## src/rtl/lane_deskew.sv

```systemverilog
// lane_deskew: hunts a common alignment marker per lane, buffers each lane in a FIFO and
// releases word-aligned lane groups. Define LANE_DESKEW_RELOCK_CNT_EN to add relock_count.
module lane_deskew #(
  parameter int NUM_LANES = 4,
  parameter int LANE_WIDTH = 32,
  parameter int FIFO_DEPTH = 8,
  parameter int MAX_SKEW = 6,
  parameter logic [LANE_WIDTH-1:0] ALIGN_MARKER = 32'hBC5A_A55A
) (
  input  logic                            clk,
  input  logic                            rst,
  input  logic [NUM_LANES-1:0]            in_valid,
  input  logic [NUM_LANES*LANE_WIDTH-1:0] in_data,
  output logic [NUM_LANES-1:0]            lane_valid,
  output logic [NUM_LANES*LANE_WIDTH-1:0] lane_data,
  input  logic                            lane_ready,
  output logic                            locked,
  output logic                            deskew_err
`ifdef LANE_DESKEW_RELOCK_CNT_EN
  ,
  output logic [15:0]                     relock_count
`endif
);
  localparam int PTR_W = $clog2(FIFO_DEPTH);
  localparam int CNT_W = PTR_W + 1;
  localparam logic [CNT_W-1:0] CNT_FULL = CNT_W'(FIFO_DEPTH);
  localparam logic [CNT_W-1:0] SKEW_MAX = CNT_W'(MAX_SKEW);
  localparam logic [CNT_W-1:0] CNT_ONE  = CNT_W'(1'b1);
  localparam logic [PTR_W-1:0] PTR_ONE  = PTR_W'(1'b1);

  typedef enum logic [1:0] {HUNT = 2'd0, LOCKED = 2'd1, FLUSH = 2'd2} state_t;

  state_t               state_r, state_s;
  logic [NUM_LANES-1:0] marked_r, marked_s, push_s, hit_s, head_tag_s, nonempty_s, full_s;
  logic [CNT_W-1:0]     skew_cnt_r, skew_cur_s;
  logic [PTR_W-1:0]     wr_ptr_r [NUM_LANES];
  logic [PTR_W-1:0]     rd_ptr_r [NUM_LANES];
  logic [CNT_W-1:0]     cnt_r    [NUM_LANES];
  logic [LANE_WIDTH:0]  mem_r    [NUM_LANES][FIFO_DEPTH];
  logic                 pop_s, valid_s, misalign_s, overflow_s, flush_s, deskew_err_r;

  // Per-lane marker match and FIFO status decode
  always_comb begin
    for (int i = 0; i < NUM_LANES; i++) begin
      hit_s[i]      = (in_data[i*LANE_WIDTH +: LANE_WIDTH] == ALIGN_MARKER);
      nonempty_s[i] = (cnt_r[i] != {CNT_W{1'b0}});
      full_s[i]     = (cnt_r[i] == CNT_FULL);
      head_tag_s[i] = mem_r[i][rd_ptr_r[i]][LANE_WIDTH];
    end
  end

  // Next-state, push/pop and group release decisions
  always_comb begin
    state_s    = state_r;
    marked_s   = marked_r;
    push_s     = {NUM_LANES{1'b0}};
    pop_s      = 1'b0;
    valid_s    = 1'b0;
    misalign_s = 1'b0;
    overflow_s = 1'b0;
    // Counter reads as zero in the cycle that carries the first marker
    skew_cur_s = (|marked_r) ? skew_cnt_r : {CNT_W{1'b0}};
    case (state_r)
      HUNT: begin
        for (int i = 0; i < NUM_LANES; i++) begin
          if (in_valid[i] && marked_r[i]) begin
            push_s[i] = 1'b1;
          end else if (in_valid[i] && hit_s[i]) begin
            marked_s[i] = 1'b1;
          end else begin
            push_s[i] = 1'b0;
          end
        end
        if (&marked_s) begin
          state_s = LOCKED;
        end else if ((|marked_s) && (skew_cur_s == SKEW_MAX)) begin
          state_s = FLUSH;
        end else begin
          state_s = HUNT;
        end
      end
      LOCKED: begin
        push_s = in_valid;
        if (&nonempty_s) begin
          if (&head_tag_s) begin
            pop_s = 1'b1;
          end else if (~|head_tag_s) begin
            valid_s = 1'b1;
            pop_s   = lane_ready;
          end else begin
            misalign_s = 1'b1;
          end
        end else begin
          pop_s = 1'b0;
        end
        overflow_s = (|(push_s & full_s)) && !pop_s;
        if (overflow_s || misalign_s) begin
          state_s = FLUSH;
        end else begin
          state_s = LOCKED;
        end
      end
      FLUSH:   state_s = HUNT;
      default: state_s = HUNT;
    endcase
  end

  assign flush_s = (state_r == FLUSH) || (state_s == FLUSH);

  // State, flags, skew counter and FIFO pointers
  always_ff @(posedge clk) begin
    if (rst) begin
      state_r      <= HUNT;
      marked_r     <= {NUM_LANES{1'b0}};
      skew_cnt_r   <= {CNT_W{1'b0}};
      deskew_err_r <= 1'b0;
      for (int i = 0; i < NUM_LANES; i++) begin
        wr_ptr_r[i] <= {PTR_W{1'b0}};
        rd_ptr_r[i] <= {PTR_W{1'b0}};
        cnt_r[i]    <= {CNT_W{1'b0}};
      end
    end else begin
      state_r      <= state_s;
      deskew_err_r <= (state_s == FLUSH);
      if (flush_s) begin
        marked_r   <= {NUM_LANES{1'b0}};
        skew_cnt_r <= {CNT_W{1'b0}};
        for (int i = 0; i < NUM_LANES; i++) begin
          wr_ptr_r[i] <= {PTR_W{1'b0}};
          rd_ptr_r[i] <= {PTR_W{1'b0}};
          cnt_r[i]    <= {CNT_W{1'b0}};
        end
      end else begin
        marked_r <= marked_s;
        if ((state_r == HUNT) && (|marked_s) && !(&marked_s)) begin
          skew_cnt_r <= skew_cur_s + CNT_ONE;
        end else begin
          skew_cnt_r <= {CNT_W{1'b0}};
        end
        for (int i = 0; i < NUM_LANES; i++) begin
          if (push_s[i]) begin
            wr_ptr_r[i] <= wr_ptr_r[i] + PTR_ONE;
          end
          if (pop_s) begin
            rd_ptr_r[i] <= rd_ptr_r[i] + PTR_ONE;
          end
          cnt_r[i] <= cnt_r[i] + (push_s[i] ? CNT_ONE : {CNT_W{1'b0}})
                               - (pop_s ? CNT_ONE : {CNT_W{1'b0}});
        end
      end
    end
  end

  // FIFO storage: marker tag sits above the data word
  always_ff @(posedge clk) begin
    for (int i = 0; i < NUM_LANES; i++) begin
      if (push_s[i] && !flush_s) begin
        mem_r[i][wr_ptr_r[i]] <= {hit_s[i], in_data[i*LANE_WIDTH +: LANE_WIDTH]};
      end
    end
  end

  // Head words are shown only while a group is offered
  always_comb begin
    for (int i = 0; i < NUM_LANES; i++) begin
      lane_data[i*LANE_WIDTH +: LANE_WIDTH] = valid_s ? mem_r[i][rd_ptr_r[i]][LANE_WIDTH-1:0]
                                                      : {LANE_WIDTH{1'b0}};
    end
  end

  assign lane_valid = {NUM_LANES{valid_s}};
  assign locked     = (state_r == LOCKED);
  assign deskew_err = deskew_err_r;

`ifdef LANE_DESKEW_RELOCK_CNT_EN
  logic        locked_once_r;
  logic [15:0] relock_cnt_r;

  // Count entries into LOCKED after the first, saturating
  always_ff @(posedge clk) begin
    if (rst) begin
      locked_once_r <= 1'b0;
      relock_cnt_r  <= 16'h0000;
    end else if ((state_s == LOCKED) && (state_r != LOCKED)) begin
      locked_once_r <= 1'b1;
      if (locked_once_r && (relock_cnt_r != 16'hFFFF)) begin
        relock_cnt_r <= relock_cnt_r + 16'h0001;
      end
    end
  end

  assign relock_count = relock_cnt_r;
`endif
endmodule

```

## config.mk

```make
export PLATFORM = sky130hd
export DESIGN_NAME = lane_deskew
export DESIGN_NICKNAME = d
export VERILOG_FILES = /design/src/rtl/lane_deskew.sv
export SDC_FILE = /design/constraint.sdc
export NUM_CORES = 1
export LEC_CHECK = 0
export CAP_MARGIN = 20
export CORE_AREA = 5 5 279 281
export CTS_CLUSTER_DIAMETER = 100
export CTS_CLUSTER_SIZE = 28
export DETAILED_ROUTE_END_ITERATION = 12
export DIE_AREA = 0 0 284 286
export GPL_TIMING_DRIVEN = 1
export PLACE_DENSITY = 0.85
export SETUP_SLACK_MARGIN = 0.4
export SLEW_MARGIN = 15
export SYNTH_ARGS = -nofsm -noshare
export SYNTH_HDL_FRONTEND = slang
export SYNTH_SLANG_ARGS = --single-unit
```

## constraint.sdc

```tcl
create_clock -name clk -period 8.74 [get_ports clk]
set_clock_uncertainty 0.15 [all_clocks]
set_input_delay 1.311 -clock clk [delete_from_list [all_inputs] [get_ports clk]]
set_output_delay 1.311 -clock clk [all_outputs]
set_load 0.1 [all_outputs]
```

# Yosys cells after proc, flatten, opt, wreduce, memory -nomap -nowiden
# Memory sizes are Yosys's and may differ from the RTL's.
# Cells that the tools add are included.
[totals]
regBits = 11
ram_bits = 1096
inputBits = 135
out_inout_bits = 134
wordCells = 249
mem_count = 4
[memory_table]
columns = ["memory", "depth", "word_bits", "read_ports", "rd_clocked_by_memory_dff", "wr", "line", "rtl"]
rows = [
  ["mem_r", 4, 264, 4, 0, 4, "39", "logic [LANE_WIDTH:0] mem_r [NUM_LANES][FIFO_DEPTH];"],
  ["cnt_r", 4, 4, 4, 0, 4, "38", "logic [CNT_W-1:0] cnt_r [NUM_LANES];"],
  ["rd_ptr_r", 4, 3, 4, 0, 4, "37", "logic [PTR_W-1:0] rd_ptr_r [NUM_LANES];"],
  ["wr_ptr_r", 4, 3, 4, 0, 4, "36", "logic [PTR_W-1:0] wr_ptr_r [NUM_LANES];"],
]
[op_classes]
add_sub_neg = 17
order_cmp = 12
eq_ne = 12
n_mux = 125
n_bitwise = 34
n_reduce_logical = 41
[op_table]
columns = ["op", "count"]
rows = [
  ["264-bit 2-to-1 mux", 4],
  ["33-bit binary-select mux with 3-bit select", 4],
  ["33-bit demux with 3-bit select", 4],
  ["33-bit 2-to-1 mux", 12],
  ["32-bit equality test, second input constant", 4],
  ["32-bit 2-to-1 mux", 4],
  ["1-bit 2-to-1 mux", 66],
  ["3-bit 2-to-1 mux", 16],
  ["4-bit 2-to-1 mux", 10],
  ["4-bit greater-or-equal comparator, second input constant", 8],
  ["3-bit inverter with 4-bit output", 8],
  ["3-bit by 1-bit adder with 3-bit output, second input constant", 8],
  ["1-bit bitwise OR", 24],
  ["1-bit logical AND", 20],
  ["4-bit OR reduction", 5],
  ["4-bit by 1-bit adder with 4-bit output", 4],
  ["4-bit equality test, second input constant", 4],
  ["4-bit by 1-bit less-than comparator with 1-bit output, second input constant", 4],
  ["4-bit AND reduction", 4],
  ["4-bit nonzero test", 4],
  ["4-bit subtractor", 3],
  ["4-bit one-hot mux with 2 select lines", 1],
  ["2-bit 2-to-1 mux", 3],
  ["4-bit by 1-bit adder with 4-bit output, second input constant", 1],
  ["other kinds (12)", 16],
]

# Depth between registers and ports, before layout
# Gate-level depths: netlist of the first run.
[depth]
word_depth = 21
mapped_depth = 13
ltp_nobuf = 13

# Worst setup path after synthesis of the first run
# Ideal clock, no wire load.
[synth_path]
path_kind = "input to register"
from = "in in_data[119]"
to = "mem mem_r[0][231] (netlist name), enable pin"
setup_ns = 0.518
arrival_ns = 6.205
required_time_ns = 8.072
path_slack_ns = 1.868
cell_stages = 6
n_path_buf = 0
cell_sequence = "nand4bb_1 -> nor4_1 -> a31oi_1 -> o41ai_4 -> o21ai_4 -> nor4b_1"
[synth_rtl]
columns = ["element", "line", "rtl"]
rows = [
  ["start: declaration", "13", "input logic [NUM_LANES*LANE_WIDTH-1:0] in_data,"],
  ["end: declaration", "39", ""],
]

==> impl_metrics.json, run 1 <==
{
  "p_int_uw": 7010,
  "h-tree-depth": 2,
  "dp_cells": 3282,
  "cts.reportedPaths.clkPinSlew_ns": 0.11,
  "hp-class": "flip-flop to flip-flop",
  "power_frac_seq": 0.671,
  "netlist_area_um2": 43700,
  "setup_viol": 0,
  "ctsHoldBuffers": 0,
  "place_congestion": 0.771,
  "final_nets": 2527,
  "synthDominantCellAreaShare": 0.746,
  "first_iter_violations": 1938,
  "die_w_um": 284,
  "cp_max_fo": 56,
  "clock_latency_ns": 0.62,
  "rsz0062_at_grt": "false",
  "avgSynthCellArea_um2": 21.1,
  "detail-route-antenna-nets": 0,
  "critPathLaunchType": "flip-flop",
  "routedWlPerCell_um": 26.2,
  "die-area_um2": 81200,
  "slowest_delay_ns": 1.16,
  "max_freq_mhz": 148,
  "nFillCells": 4714,
  "via_per_inst": 6.19,
  "finalCriticalPeriod_ns": 6.75,
  "grt_overflow": 0,
  "yosysSeqAreaShare": 0.756,
  "end_kind": "primary output",
  "pwr-share-comb": 0.038,
  "path_cells": "buf_4, mux4_2, mux2i_1, and4_4, nand2_4, buf_4, buf_16, nor2_1, clkdlybuf4s50_1",
  "root_buffer": "clkbuf_16",
  "design_area_um2": 49200,
  "coreArea_um2": 75200,
  "path_common_cell": "buf_4",
  "max_cap_violations": 0,
  "maxSlewHeadroom": 0.257,
  "synth_common_cells": "1,086 x edfxtp_1, 263 x mux4_2, 167 x nor2_1",
  "crit_required_ns": 7.28,
  "dp_hpwl_um": 51400,
  "antenna_found_initial": 4,
  "first_pass_iters": 5,
  "switching_share": 0.193,
  "ys.warnings.count": 0,
  "drive_above_1_share": 0.184,
  "synthDistinctLibCells": 56,
  "p_switching_uw": 1670,
  "peakVddDrop_v": 0.000205,
  "fin_setup_tns_ns": 0,
  "drc_errors": 0,
  "routed_wl_um": 87700,
  "ios": 269,
  "ctsResizeCount": 0,
  "dpl_cell_area_um2": 47800,
  "start_util": 0.581,
  "crit_type": "flip-flop to primary output",
  "final_cells": 3348,
  "rows": 101,
  "crit_buf_inv": 4,
  "num_vias": 20700,
  "cts-buffers-inserted": 46,
  "async_flop_share": 0,
  "finalHoldViolations": 0,
  "grt_usage": 0.217,
  "ys.flop_type": "edfxtp_1",
  "io_buffer_count": 268,
  "synth_edf_count": 1086,
  "first_global_vias": 21900,
  "synth_cells": 2071,
  "ys_ff_latch": 1107,
  "synthTopCellsByArea": "edfxtp_1 75%, mux4_2 14%, mux2i_1 3.0%",
  "grt_max_degree": 88,
  "grt_first_pass_wirelength_um": 135000,
  "synth_area_leader_cell": "edfxtp_1",
  "cts.sinks": 1107,
  "postCtsSetupBuffers": 0,
  "worstMarginPinSlew_ns": 1.11,
  "slowest_stage": "clkdlybuf4s50_1",
  "p_leak_uw": 0.0152,
  "arrival_ns": 5.29,
  "yosysMostFrequentCell": "edfxtp_1",
  "critPathTopFamily": "buffers and inverters",
  "period_share": 0.772,
  "status": "finished clean",
  "cts_tree": "built",
  "die_y_um": 286,
  "power_density_nw_per_um2": 176,
  "drv_slew": 0,
  "cts.path.max_buffers": 3,
  "area_delta_synth_final_pct": 12.6,
  "share_clk_of_total_power": 0.291
}
-- kinds of logic (layout without fill, tap and decap cells) --
family / after synthesis / in the layout / share of synthesized area
other cells: 1 / 13 / 0.0000858
compound gates: 36 / 36 / 0.00699
mux: 397 / 397 / 0.167
xor+xnor: 18 / 18 / 0.00361
flops: 1107 / 1107 / 0.756
fa+ha+maj: 38 / 38 / 0.0116
buf+inv: 160 / 447 / 0.0157
simple gates: 314 / 314 / 0.0396
-- worst min-delay path, delay by kind of cell (launching register included) --
| family | cells | cell delay (ns) |
|---|---|---|
| DFF | 1 | 0.34 |
| AOI/OAI and AO/OA | 2 | 0.14 |
-- cells in the final DEF (no fill, tap or decap), types with 5 or more instances in the layout --
master / count
inv_1: 52
xor2_1: 5
a21oi_1: 8
nand2_1: 15
ha_1: 34
a31oi_1: 5
edfxtp_1: 1086
mux4_2: 263
nand2b_1: 13
and2_1: 5
mux2i_1: 132
nand4bb_1: 12
nor2_1: 167
buf_4: 62
nor4_2: 31
clkbuf_16: 49
clkdlybuf4s50_1: 268
clkbuf_1: 9
conb_1: 12
dfxtp_1: 18
xnor2_1: 13
nor3_1: 5
nor4_1: 8
nor4bb_1: 21
-- through the flow --
stage	util	hold slack, ns	power, µW	setup slack (ns)
after floorplan	-	0.311	6110	1.87
after global placement	0.636	0.311	6270	2.58
after detailed placement	0.636	0.337	6280	2.54
after CTS	0.654	0.353	8750	1.84
after global routing	0.654	0.392	8990	1.65
final	0.654	0.360	8680	1.99
-- worst paths after layout --
check	startpoint	end	slack [ns]	cells after the start
setup / recovery	rd_ptr_r[0][0]	lane_data[96]	1.99	9
hold / removal	rd_ptr_r[2][1]	rd_ptr_r[2][1]	0.36	2
setup reg to reg	rd_ptr_r[0][0]	cnt_r[1][3]	4.14	13
hold reg to reg	rd_ptr_r[2][1]	rd_ptr_r[2][1]	0.36	2
-- cell type report --
cell class / instances / area [µm²] / share of cell area
timing repair buffer: 332 / 3190 / 0.0648
antenna: 1 / 2.50 / 0.0000509
sequential: 1107 / 33000 / 0.672
clock inverter: 5 / 58.8 / 0.00120
inverter: 52 / 195 / 0.00397
clock buffer: 58 / 1260 / 0.0256
multi-input combinational: 815 / 10200 / 0.208
tap: 978 / 1220 / 0.0249
-- layer usage --
| layer | wire length, µm | GRT usage | share of wire | vias up |
|---|---|---|---|---|
| met5 | 35 | 0 | 0.00040 | - |
| met4 | 1880 | 0.0475 | 0.021 | 6 |
| met3 | 5430 | 0.0320 | 0.062 | 106 |
| met2 | 45300 | 0.375 | 0.52 | 727 |
| met1 | 35100 | 0.301 | 0.40 | 10900 |
| li1 | - | - | - | 8971 |
-- power by group through the flow --
stage | registers (µW) | logic, µW | clock network, µW
finish | 5830 | 330 | 2520
global route | 5830 | 359 | 2800
CTS | 5830 | 335 | 2580
detailed placement | 5950 | 334 | 0
global placement | 5950 | 318 | 0
floorplan | 5950 | 165 | 0
-- state kept, by name (all words and copies together), names as in the netlist --
signal and count:
deskew_err 1, marked_r 4, skew_cnt_r 4, cnt_r 16
rd_ptr_r 12, state_r 2, wr_ptr_r 12, mem_r 1056
Power figures use the tool's default switching activity.
==> run 2, diff against run 1 <==
clock period = 6.6 ns   (was 8.74 ns; I/O delays follow)
==> impl_metrics.json, run 2 (synthesized netlist as in run 1, its figures left out) <==
{
  "final_nets": 2522,
  "cts.path.max_buffers": 3,
  "die_y_um": 286,
  "postCtsSetupBuffers": 0,
  "critPathLaunchType": "flip-flop",
  "r2r_cells": 12,
  "antenna_found_initial": 8,
  "first_pass_iters": 6,
  "critPathLaunch": "rd_ptr_r[1][0]",
  "arrival_ns": 4.58,
  "crit_type": "flip-flop to primary output",
  "r2r_end": "cnt_r[0][2]",
  "routedWlPerCell_um": 26.1,
  "grt_max_degree": 76,
  "nFillCells": 4715,
  "r2r_setup_slack_ns": 2.28,
  "start_util": 0.581,
  "area_delta_synth_final_pct": 12.4,
  "rsz0062_at_grt": "false",
  "rows": 101,
  "place_congestion": 0.766,
  "ios": 269,
  "first_iter_violations": 1916,
  "coreArea_um2": 75200,
  "layout_common_cells": "1,086 x edfxtp_1, 263 x mux4_2, 193 x clkdlybuf4s50_1",
  "drv_slew": 0,
  "io_buffer_count": 268,
  "dp_hpwl_um": 52700,
  "routed_wl_um": 87200,
  "finalCriticalPeriod_ns": 5.72,
  "ctsResizeCount": 0,
  "fin_setup_tns_ns": 0,
  "num_vias": 20600,
  "period_share": 0.867,
  "finalHoldViolations": 0,
  "h-tree-depth": 2,
  "cts.reportedPaths.clkPinSlew_ns": 0.11,
  "grt_overflow": 0,
  "status": "finished clean",
  "via_per_inst": 6.16,
  "die-area_um2": 81200,
  "largest_reg_flops": 1056,
  "r2r_start": "rd_ptr_r[1][0]",
  "drive_above_1_share": 0.213,
  "drc_errors": 0,
  "setup.worst_path.end": "lane_data[6]",
  "grt_first_pass_wirelength_um": 134000,
  "clock_latency_ns": 0.61,
  "crit_required_ns": 5.46,
  "cp_max_fo": 75,
  "end_kind": "primary output",
  "grt_usage": 0.214,
  "p_leak_uw": 0.0153,
  "root_buffer": "clkbuf_16",
  "max_cap_violations": 0,
  "maxSlewHeadroom": 0.274,
  "ctsHoldBuffers": 0,
  "power_density_nw_per_um2": 232,
  "fin_util": 0.653,
  "first_global_vias": 22000,
  "setup_viol": 0,
  "die_w_um": 284,
  "cts_tree": "built",
  "cts-buffers-inserted": 45,
  "max_freq_mhz": 175,
  "detail-route-antenna-nets": 0,
  "worstMarginPinSlew_ns": 1.09,
  "cts.sinks": 1107,
  "layout.cells.most_common": "edfxtp_1",
  "hp-class": "flip-flop to flip-flop",
  "peakVddDrop_v": 0.000271
}
==> run 2: cell types whose count changed in the layout (fill, tap and decap cells not counted), moves of 2 or more <==
cell,previous run,this run
clkinvlp_4,2,0
clkbuf_1,9,11
nor4_2,31,7
clkbuf_16,49,47
diode_2,1,7
buf_4,62,135
nor4_4,0,24
clkdlybuf4s50_1,268,193
==> run 2: stage by stage <==
step | worst slack [ns] | cell area [µm²] | hold slack, ns | std cells | total power, µW
floorplan | 0.0488 | 43900 | 0.311 | 2082 | 8100
global placement | 1.38 | 47800 | 0.351 | 3280 | 8310
detailed placement | 1.21 | 47800 | 0.371 | 3280 | 8330
CTS | 0.772 | 49100 | 0.387 | 3340 | 11500
global route | 0.593 | 49100 | 0.413 | 3341 | 11800
finish | 0.876 | 49100 | 0.387 | 3347 | 11400
==> run 2: worst min path at each step <==
stage | start | end | slack (ns) | cells after the start
after global placement | rd_ptr_r[2][1] | rd_ptr_r[2][1] | 0.35 | 2
after detailed placement | wr_ptr_r[2][1] | wr_ptr_r[2][1] | 0.37 | 2
after floorplan | state_r[1] | state_r[0] | 0.31 | 1
after CTS | wr_ptr_r[2][1] | wr_ptr_r[2][1] | 0.39 | 2
final | wr_ptr_r[2][1] | wr_ptr_r[2][1] | 0.39 | 2
after global routing | rd_ptr_r[2][1] | rd_ptr_r[2][1] | 0.41 | 2
==> run 2: final cells by class <==
cell class,count,area [µm²],share of cell area
well taps,978,1220,0.0249
clock buffers,58,1220,0.0248
diodes,7,17.5,0.000357
repair buffers,328,2950,0.0600
flip-flops and latches,1107,33000,0.673
clock inverters,2,25.0,0.000510
inverters,52,195,0.00397
multi-input cells,815,10400,0.213
==> run 2: where the power goes <==
group,switching [µW],leakage [µW],internal (µW)
clock network,1930,0.000604,1310
registers,12.1,0.0100,7710
logic,238,0.00471,205
total,2180,0.0153,9230
==> run 2: metal layers <==
metal,vias to the layer above,global-route usage,share of wire
met1,10900,0.287,0.39
met3,107,0.0380,0.058
li1,8971,-,-
met4,2,0.0453,0.021
met2,615,0.376,0.53
met5,-,0,0.000080
==> run 2: worst max-delay path, stage by stage, from the launching register on <==
cell             delay, ns
edfxtp_1              0.49
mux4_2                0.53
mux2i_1               0.49
and4_4                0.39
nand2_4               0.50
nor2_1                0.34
clkdlybuf4s50_1       1.20
==> run 3, diff against run 2 <==
CORE_AREA = 10 10 284 286   (was 5 5 279 281)
DIE_AREA = 0 0 294 296   (was 0 0 284 286)
SETUP_SLACK_MARGIN = 0.15   (was 0.4)
==> impl_metrics.json, run 3 (synthesized netlist as in run 1, its figures left out) <==
{
  "critPathLaunchType": "flip-flop",
  "root_buffer": "clkbuf_16",
  "cts_tree": "built",
  "layout_common_cells": "1,086 x edfxtp_1, 263 x mux4_2, 191 x buf_4",
  "detail-route-antenna-nets": 0,
  "status": "finished clean",
  "first_iter_violations": 1715,
  "grt_max_degree": 66,
  "whs_endpoint": "state_r[0]",
  "p_leak_uw": 0.0154,
  "ios": 269,
  "routed_wl_um": 87800,
  "routedWlPerCell_um": 26.2,
  "drv_slew": 0,
  "die_w_um": 294,
  "rsz0062_at_grt": "false",
  "largest_reg_flops": 1056,
  "peakVddDrop_v": 0.000247,
  "grt_first_pass_wirelength_um": 134000,
  "rows": 101,
  "clock_latency_ns": 0.60,
  "antenna_found_initial": 5,
  "max_cap_violations": 0,
  "ctsResizeCount": 0,
  "area_delta_synth_final_pct": 11.5,
  "via_per_inst": 6.19,
  "place_congestion": 0.783,
  "num_vias": 20700,
  "io_buffer_count": 268,
  "crit_type": "flip-flop to primary output",
  "finalCriticalPeriod_ns": 5.36,
  "die-area_um2": 87000,
  "fin_setup_tns_ns": 0,
  "arrival_ns": 4.22,
  "h-tree-depth": 2,
  "power_density_nw_per_um2": 233,
  "r2r_start": "rd_ptr_r[0][0]",
  "r2r_end": "cnt_r[0][2]",
  "drive_above_1_share": 0.235,
  "dp_hpwl_um": 52000,
  "die_y_um": 296,
  "period_share": 0.812,
  "fin_util": 0.648,
  "layout.cells.most_common": "edfxtp_1",
  "r2r_setup_slack_ns": 2.25,
  "cts.reportedPaths.clkPinSlew_ns": 0.11,
  "cts-buffers-inserted": 45,
  "grt_overflow": 0,
  "coreArea_um2": 75200,
  "final_nets": 2523,
  "first_pass_iters": 5,
  "setup_viol": 0,
  "cp_max_fo": 45,
  "cts.sinks": 1107,
  "hp-class": "flip-flop to flip-flop",
  "hold_start": "state_r[1]",
  "ctsHoldBuffers": 0,
  "setup_slack_ns": 1.24,
  "postCtsSetupBuffers": 0,
  "crit_required_ns": 5.46,
  "place_worst_setup_slack_ns": 1.25,
  "end_kind": "primary output",
  "first_global_vias": 21800,
  "maxSlewHeadroom": 0.306,
  "start_util": 0.581,
  "finalHoldViolations": 0,
  "worstMarginPinSlew_ns": 1.04,
  "r2r_cells": 13,
  "worstHoldPathCells": 1,
  "cts.path.max_buffers": 3,
  "grt_usage": 0.202,
  "drc_errors": 0,
  "max_freq_mhz": 187
}
[run 3: cell types whose count changed in the layout (fill, tap and decap cells not counted), sizes merged]
cell,change
clkdlybuf4s50,-57
clkbuf,+6
buf,+57
diode,-6
[run 3: layer usage]
layer | GRT usage | vias to the layer above | wire length (µm)
met4 | 0.0363 | 6 | 1410
met3 | 0.0341 | 97 | 6070
met5 | 0 | - | 36
met1 | 0.267 | 10900 | 34200
met2 | 0.355 | 731 | 46100
li1 | - | 8961 | -
[run 3: cell type report]
cell class	count	area, µm²
well taps	978	1220
flip-flops and latches	1107	33000
clock inverters	2	16.3
repair buffers	329	2830
inverters	52	195
fillers	4752	26500
multi-input cells	815	10200
clock buffers	63	1190
diodes	1	2.50
[run 3: per-stage QoR]
stage                     hold slack [ns]  instances  total power (µW)  instance area [µm²]
after floorplan                     0.311       2082              8100                43700
after global placement              0.337       3279              8300                47500
after detailed placement            0.348       3279              8320                47500
after CTS                           0.376       3344             11500                48700
after global routing                0.423       3346             11700                48700
final                               0.384       3347             11400                48700
[run 3: worst max path at each step]
| stage | start | slack [ns] | depth (start not counted) | endpoint |
|---|---|---|---|---|
| final | rd_ptr_r[0][0] | 1.24 | 8 | lane_data[55] |
| after global routing | rd_ptr_r[0][0] | 0.96 | 8 | lane_data[55] |
| after CTS | rd_ptr_r[0][0] | 1.14 | 8 | lane_data[55] |
| after detailed placement | in_data[86] | 1.25 | 9 | mem_r[1][82] |
| after global placement | in_data[95] | 1.37 | 9 | mem_r[1][116] |
| after floorplan | in_data[119] | 0.05 | 6 | mem_r[0][231] |
[run 3: critical path, cell delays in order (launching register included)]
cell and delay, ns:
edfxtp_1 0.33, buf_4 0.40, mux4_2 0.57, mux2i_1 0.37, and4_4 0.35, nand2_4 0.44
buf_4 0.51, nor2_1 0.28, buf_4 0.34
[run 3: report_power, final]
group          internal (µW)  switching [µW]  total [µW]
combinational            206             231         437
sequential              7710            9.89        7720
clock                   1280            1930        3210
total                   9190            2170       11400
